===== config.mk =====
export PLATFORM = sky130hd
export DESIGN_NAME = nibble_add_sched
export DESIGN_NICKNAME = d
export VERILOG_FILES = /design/src/rtl/nibble_add_sched.sv
export SDC_FILE = /design/constraint.sdc
export NUM_CORES = 1
export LEC_CHECK = 0
export CAP_MARGIN = 20
export CORE_MARGIN = 4
export CORE_UTILIZATION = 41
export CTS_BUF_LIST = sky130_fd_sc_hd__clkbuf_4 sky130_fd_sc_hd__clkbuf_8 sky130_fd_sc_hd__clkbuf_16
export DETAILED_ROUTE_END_ITERATION = 12
export DONT_BUFFER_PORTS = 1
export GPL_TIMING_DRIVEN = 0
export SETUP_SLACK_MARGIN = 0.5
export SYNTH_ARGS = -nofsm -noshare
export SYNTH_HDL_FRONTEND = slang
export SYNTH_SLANG_ARGS = --single-unit
export TNS_END_PERCENT = 5

===== constraint.sdc =====
create_clock -name clk_i -period 4.7 [get_ports clk_i]
set_input_delay 1.41 -clock clk_i [delete_from_list [all_inputs] [get_ports clk_i]]
set_output_delay 1.41 -clock clk_i [all_outputs]
set_load 0.02 [all_outputs]

===== src/rtl/nibble_add_sched.sv =====
// Two-requester W-bit adder that reuses one 4-bit ripple slice over NIBBLES cycles.
// Round-robin grant in IDLE, serial nibble add in ADD, result publish pulse in DONE.
module nibble_add_sched #(
  parameter int unsigned NIBBLES = 4,
  localparam int unsigned W = 4 * NIBBLES
) (
  input  logic         clk_i,
  input  logic         rst_i,
  input  logic         req0_i,
  input  logic [W-1:0] a0_i,
  input  logic [W-1:0] b0_i,
  input  logic         cin0_i,
  input  logic         req1_i,
  input  logic [W-1:0] a1_i,
  input  logic [W-1:0] b1_i,
  input  logic         cin1_i,
  output logic         gnt0_o,
  output logic         gnt1_o,
  output logic         busy_o,
  output logic         done_o,
  output logic [W-1:0] sum_o,
  output logic         cout_o,
  output logic         owner_o
);

  localparam int unsigned KW = (NIBBLES > 1) ? $clog2(NIBBLES) : 1;

  typedef enum logic [1:0] {
    IDLE = 2'd0,
    ADD  = 2'd1,
    DONE = 2'd2
  } state_e;

  state_e         state_q;
  logic [W-1:0]   a_q;
  logic [W-1:0]   b_q;
  logic           carry_q;
  logic           idx_q;
  logic           last_q;
  logic [KW-1:0]  k_q;
  logic [W-1:0]   acc_q;
  logic [W-1:0]   sum_q;
  logic           cout_q;
  logic           owner_q;
  logic           busy_q;
  logic           done_q;

  logic           gnt0_c;
  logic           gnt1_c;
  logic [3:0]     nib_a_c;
  logic [3:0]     nib_b_c;
  logic [3:0]     slice_s_c;
  logic           slice_co_c;
  logic [W-1:0]   acc_d;
  logic           k_last_c;

  // Round-robin arbiter: a tie goes to the requester not granted last.
  always_comb begin
    gnt0_c = 1'b0;
    gnt1_c = 1'b0;
    if (state_q == IDLE && !rst_i) begin
      if (req0_i && req1_i) begin
        if (last_q) gnt0_c = 1'b1;
        else        gnt1_c = 1'b1;
      end else if (req0_i) begin
        gnt0_c = 1'b1;
      end else if (req1_i) begin
        gnt1_c = 1'b1;
      end
    end
  end

  // Select the captured operand nibble addressed by the slice counter.
  always_comb begin
    nib_a_c = '0;
    nib_b_c = '0;
    for (int unsigned i = 0; i < NIBBLES; i++) begin
      if (k_q == KW'(i)) begin
        nib_a_c = a_q[4*i +: 4];
        nib_b_c = b_q[4*i +: 4];
      end
    end
  end

  // The only adder in the datapath: a 4-bit ripple-carry slice.
  always_comb begin
    logic c;
    c         = carry_q;
    slice_s_c = '0;
    for (int i = 0; i < 4; i++) begin
      slice_s_c[i] = nib_a_c[i] ^ nib_b_c[i] ^ c;
      c            = (nib_a_c[i] & nib_b_c[i]) | (c & (nib_a_c[i] ^ nib_b_c[i]));
    end
    slice_co_c = c;
  end

  always_comb begin
    acc_d = acc_q;
    for (int unsigned i = 0; i < NIBBLES; i++) begin
      if (k_q == KW'(i)) acc_d[4*i +: 4] = slice_s_c;
    end
  end

  assign k_last_c = (k_q == KW'(NIBBLES - 1));

  // Outputs are loaded on the edge entering DONE so they are visible during DONE.
  always_ff @(posedge clk_i or posedge rst_i) begin
    if (rst_i) begin
      state_q <= IDLE;
      a_q     <= '0;
      b_q     <= '0;
      carry_q <= 1'b0;
      idx_q   <= 1'b0;
      last_q  <= 1'b1;
      k_q     <= '0;
      acc_q   <= '0;
      sum_q   <= '0;
      cout_q  <= 1'b0;
      owner_q <= 1'b0;
      busy_q  <= 1'b0;
      done_q  <= 1'b0;
    end else begin
      case (state_q)
        IDLE: begin
          if (gnt0_c || gnt1_c) begin
            a_q     <= gnt1_c ? a1_i : a0_i;
            b_q     <= gnt1_c ? b1_i : b0_i;
            carry_q <= gnt1_c ? cin1_i : cin0_i;
            idx_q   <= gnt1_c;
            last_q  <= gnt1_c;
            k_q     <= '0;
            acc_q   <= '0;
            busy_q  <= 1'b1;
            state_q <= ADD;
          end
        end
        ADD: begin
          acc_q   <= acc_d;
          carry_q <= slice_co_c;
          k_q     <= k_q + KW'(1);
          if (k_last_c) begin
            sum_q   <= acc_d;
            cout_q  <= slice_co_c;
            owner_q <= idx_q;
            done_q  <= 1'b1;
            state_q <= DONE;
          end
        end
        DONE: begin
          done_q  <= 1'b0;
          busy_q  <= 1'b0;
          state_q <= IDLE;
        end
        default: begin
          done_q  <= 1'b0;
          busy_q  <= 1'b0;
          state_q <= IDLE;
        end
      endcase
    end
  end

  assign gnt0_o  = gnt0_c;
  assign gnt1_o  = gnt1_c;
  assign busy_o  = busy_q;
  assign done_o  = done_q;
  assign sum_o   = sum_q;
  assign cout_o  = cout_q;
  assign owner_o = owner_q;

endmodule


==> summary.md <==
| Metric | Value |
|---|---|
| Nature of the critical path startpoint | `input port` |
| Worst ir drop on vdd | `284 uV` |
| WL met2 | `5130 um` |
| Routed wire length | `10600 um` |
| Row count | `35` |
| Pin count of the biggest net entering global routing | `72` |
| Synthesized Nets | `490` |
| Overall die height | `105 um` |
| Maximum root-to-sink buffer count | `2` |
| Num CTS Buffers | `9` |
| Max-slew violations | `0` |
| RSZ-0062 raised after global routing | `yes` |
| Share of post-route cells with drive strength above 1 | `8.88%` |
| Latest clock arrival within the worst-skew pair | `0.35 ns` |
| Worst clock skew on the final layout | `0.00696 ns` |
| Core ar. | `0.00920 mm^2` |
| Final design instance area without fill | `0.00420 mm^2` |
| Post-synthesis register bit count | `71` |
| Initial DRC Count | `143` |
| Worst-case setup margin in the final layout | `0.587 ns` |
| Total number of nets in the final design | `501` |
| Vias in the first global route | `3299` |
| Antenna-violating nets left | `0` |
| Required @ worst endpoint | `3.29 ns` |
| Sequential fraction of the synthesis area | `46.1%` |
| Yosys warns | `0` |
| Actual transition at the worst max-transition pin | `0.869 ns` |
| Syn Std Cell Area | `0.00386 mm^2` |
| Clock net sink count | `71` |
| Wire length the detailed router placed on met1 | `4560 um` |
| CTS tree | `yes` |
| Type of the worst min-delay path | `reg2reg` |
| Number of top-level pins | `92` |
| Placed instance area | `0.00400 mm^2` |
| Cell type with the highest aggregate area in the netlist | `sky130_fd_sc_hd__dfrtp_1` |
| Post-synthesis area per instance | `9.36 um^2` |
| Largest stage delay on the critical path | `0.24 ns` |
| Yosys top cell area share | `45.4%` |
| Highest attainable clock frequency | `243 MHz` |
| Overflow left after global routing | `0` |
| Starting Density | `41.9%` |
| Share of synthesized registers carrying an async set or reset | `100%` |
| Dominant cells by area after synthesis | `sky130_fd_sc_hd__dfrtp_1 (45%), sky130_fd_sc_hd__o31ai_1 (6.2%), sky130_fd_sc_hd__a31oi_1 (5.2%)` |
| Highest Signal Layer | `met4` |
| Endpoints failing hold | `0` |
| Setup violation total in the final timing report | `0` |
| Global-route wire length before repair | `17100 um` |
| Clock Root Buffer | `sky130_fd_sc_hd__clkbuf_8` |
| Post-CTS Setup Bufs | `0` |
| Setup total negative slack | `0 ns` |
| Met3 wire length | `756 um` |
| Antenna violations before repair | `0` |
| Aggregate global-route resource usage | `19.6%` |
| Critical path's most frequent cell | `sky130_fd_sc_hd__buf_2` |
| Top cell family by delay on the critical path | `buffers and inverters` |
| Cell breakdown of the critical path | `clkbuf_2 > a21bo_2 > buf_2 > or2_1 > buf_2 > buf_6 > inv_1` |
| Avg WL per Cell | `19.7 um` |
| Total power density per cell area | `798 mW/mm^2` |
| Gp weighted congestion | `0.859` |
| Buffering stage count on the worst path with inverters included | `5` |
| Period minus WS final | `4.11 ns` |
| Clock H-tree levels | `3` |
| Antenna diodes | `0` |
| Overall via count from detail_route | `3281` |
| Leakage power summed over all cells | `1.66 nW` |
| Post-CTS clock slew at the launch and capture registers of the worst setup and hold paths | `0.07 ns` |
| Netlist cell types | `35` |
| Library cell contributing the largest single delay on the critical path | `sky130_fd_sc_hd__a21bo_2` |
| Startpoint-to-endpoint class of the critical path | `in2out` |
| Number of maximum-capacitance constraint violations | `0` |
| Status | `finished clean` |
| Layout Area Growth over Synthesis | `8.89%` |
| Fill cell count | `931` |
| Setup slack on the worst flop-to-flop path | `0.74 ns` |
| Final HPWL DP | `7920 um` |
| Most used flip-flop cell after synthesis | `sky130_fd_sc_hd__dfrtp_1` |
| Post-route fraction of the period consumed by the critical path | `87.5%` |
| Worst relative slew slack | `42.1%` |
| Hold buffer count at CTS | `0` |
| Number of enable-type register cells in the synthesized netlist | `0` |
| Remaining design rule violation count | `0` |
| Worst Setup End Kind | `primary output` |
| Arrival time of the worst setup path | `2.70 ns` |
| Worst Setup Slack post-DPL | `0.446 ns` |
| Cells after Synth | `412` |
| Die outline width | `105 um` |
| First-pass detailed-route iteration total | `4` |
| Number of vias per cell after detailed routing | `6.09` |
| CP Max Fanout | `10` |
| Die ar. | `0.0110 mm^2` |
| Input/output buffers | `0` |
## metal layers
layer	GRT usage [%]	up-vias
li1	-	1565
met1	25.4	1585
met2	31.5	113
met3	5.68	18
met4	6.28	0
met5	0	-
## stage by stage
step | cells | hold WS, ns | util, % | power (mW)
6_report | 539 | 0.492 | 45.7 | 3.35
5_1_grt | 539 | 0.519 | 45.7 | 3.65
4_1_cts | 539 | 0.499 | 45.6 | 3.38
3_5_place_dp | 523 | 0.481 | 43.5 | 2.89
3_3_place_gp | 523 | 0.473 | 43.5 | 2.86
2_1_floorplan | 412 | 0.465 | - | 2.39
## flip-flops by register name, indices dropped and copies added (netlist names)
name / flops
last_q: 1
state_q: 2
sum_o: 16
a_q: 16
carry_q: 1
busy_o: 1
idx_q: 1
done_o: 1
cout_o: 1
owner_o: 1
acc_q: 12
k_q: 2
b_q: 16
## cell type report
class                      instances  area, um^2  share of cell area [%]
inverter                          21        81.3                    1.94
buffer                            53         230                    5.48
clock inverter                     6        61.3                    1.46
sequential                        71        1780                    42.3
tap                              111         139                    3.31
multi-input combinational        267        1780                    42.4
clock buffer                      10         131                    3.13
## worst reg2reg max path: cells and delay by family, from the launching register on
family	cells	cell delay [ns]
mux	1	0.15
fa+ha+maj	5	1.55
flops	1	0.40
compound gates	3	0.60
buf+inv	6	1.18
## path summary, 6_finish.rpt
| kind | end | start | cells past startpoint |
|---|---|---|---|
| worst max-delay path | gnt1_o | req0_i | 7 |
| min in group asynchronous | a_q[15]$_DFFE_PP0P_ | rst_i | 1 |
| worst min-delay path | acc_q[0]$_DFFE_PP0P_ | acc_q[0]$_DFFE_PP0P_ | 1 |
| worst min register to register | acc_q[0]$_DFFE_PP0P_ | acc_q[0]$_DFFE_PP0P_ | 1 |
| max in group asynchronous | acc_q[11]$_DFFE_PP0P_ | rst_i | 1 |
| worst max register to register | sum_o[7]$_DFFE_PP0P_ | k_q[1]$_DFFE_PP0P_ | 15 |
## power breakdown
part | internal (mW) | switching [mW]
combinational | 0.650 | 1.06
sequential | 0.892 | 0.269
clock | 0.249 | 0.233
## cells in the mapped netlist (4+ instances only)
cell type and number:
sky130_fd_sc_hd__a22o_1 9, sky130_fd_sc_hd__a31oi_1 32, sky130_fd_sc_hd__mux2_2 4, sky130_fd_sc_hd__nand2_1 26
sky130_fd_sc_hd__nor3_1 35, sky130_fd_sc_hd__a21oi_1 18, sky130_fd_sc_hd__dfrtp_1 70, sky130_fd_sc_hd__a32o_1 9
sky130_fd_sc_hd__fa_1 4, sky130_fd_sc_hd__ha_1 4, sky130_fd_sc_hd__clkbuf_1 43, sky130_fd_sc_hd__buf_2 4
sky130_fd_sc_hd__o21ai_0 28, sky130_fd_sc_hd__nand4_1 32, sky130_fd_sc_hd__mux2i_1 13, sky130_fd_sc_hd__o31ai_1 32
sky130_fd_sc_hd__inv_1 20
## cell families after synthesis
kind of cell             Yosys count  synth area share, %
AND/OR/NAND/NOR                  104                 14.2
multiplexers                      17                 4.54
AO/OA/AOI/OAI                    138                 23.9
flip-flops                        71                 46.1
adder cells (fa/ha/maj)            8                 3.37
buffers and inverters             74                 7.91
## what timing repair did
item | CTS | global route
endpoints found under the setup margin | 1 | 8
gates cloned | 0 | 0
resized for setup | 1 | 6
## placed cells by master, fill, tap and decap left out, types with 9 or more instances in the layout
master,n
sky130_fd_sc_hd__mux2i_1,13
sky130_fd_sc_hd__dfrtp_1,70
sky130_fd_sc_hd__nand4_1,32
sky130_fd_sc_hd__inv_1,19
sky130_fd_sc_hd__nor3_1,34
sky130_fd_sc_hd__clkbuf_8,9
sky130_fd_sc_hd__a31oi_1,32
sky130_fd_sc_hd__o21ai_0,28
sky130_fd_sc_hd__a22o_1,9
sky130_fd_sc_hd__a21oi_1,18
sky130_fd_sc_hd__nand2_1,26
sky130_fd_sc_hd__o31ai_1,32
sky130_fd_sc_hd__a32o_1,9
sky130_fd_sc_hd__clkbuf_1,40
(Power assumes the default switching activity.)
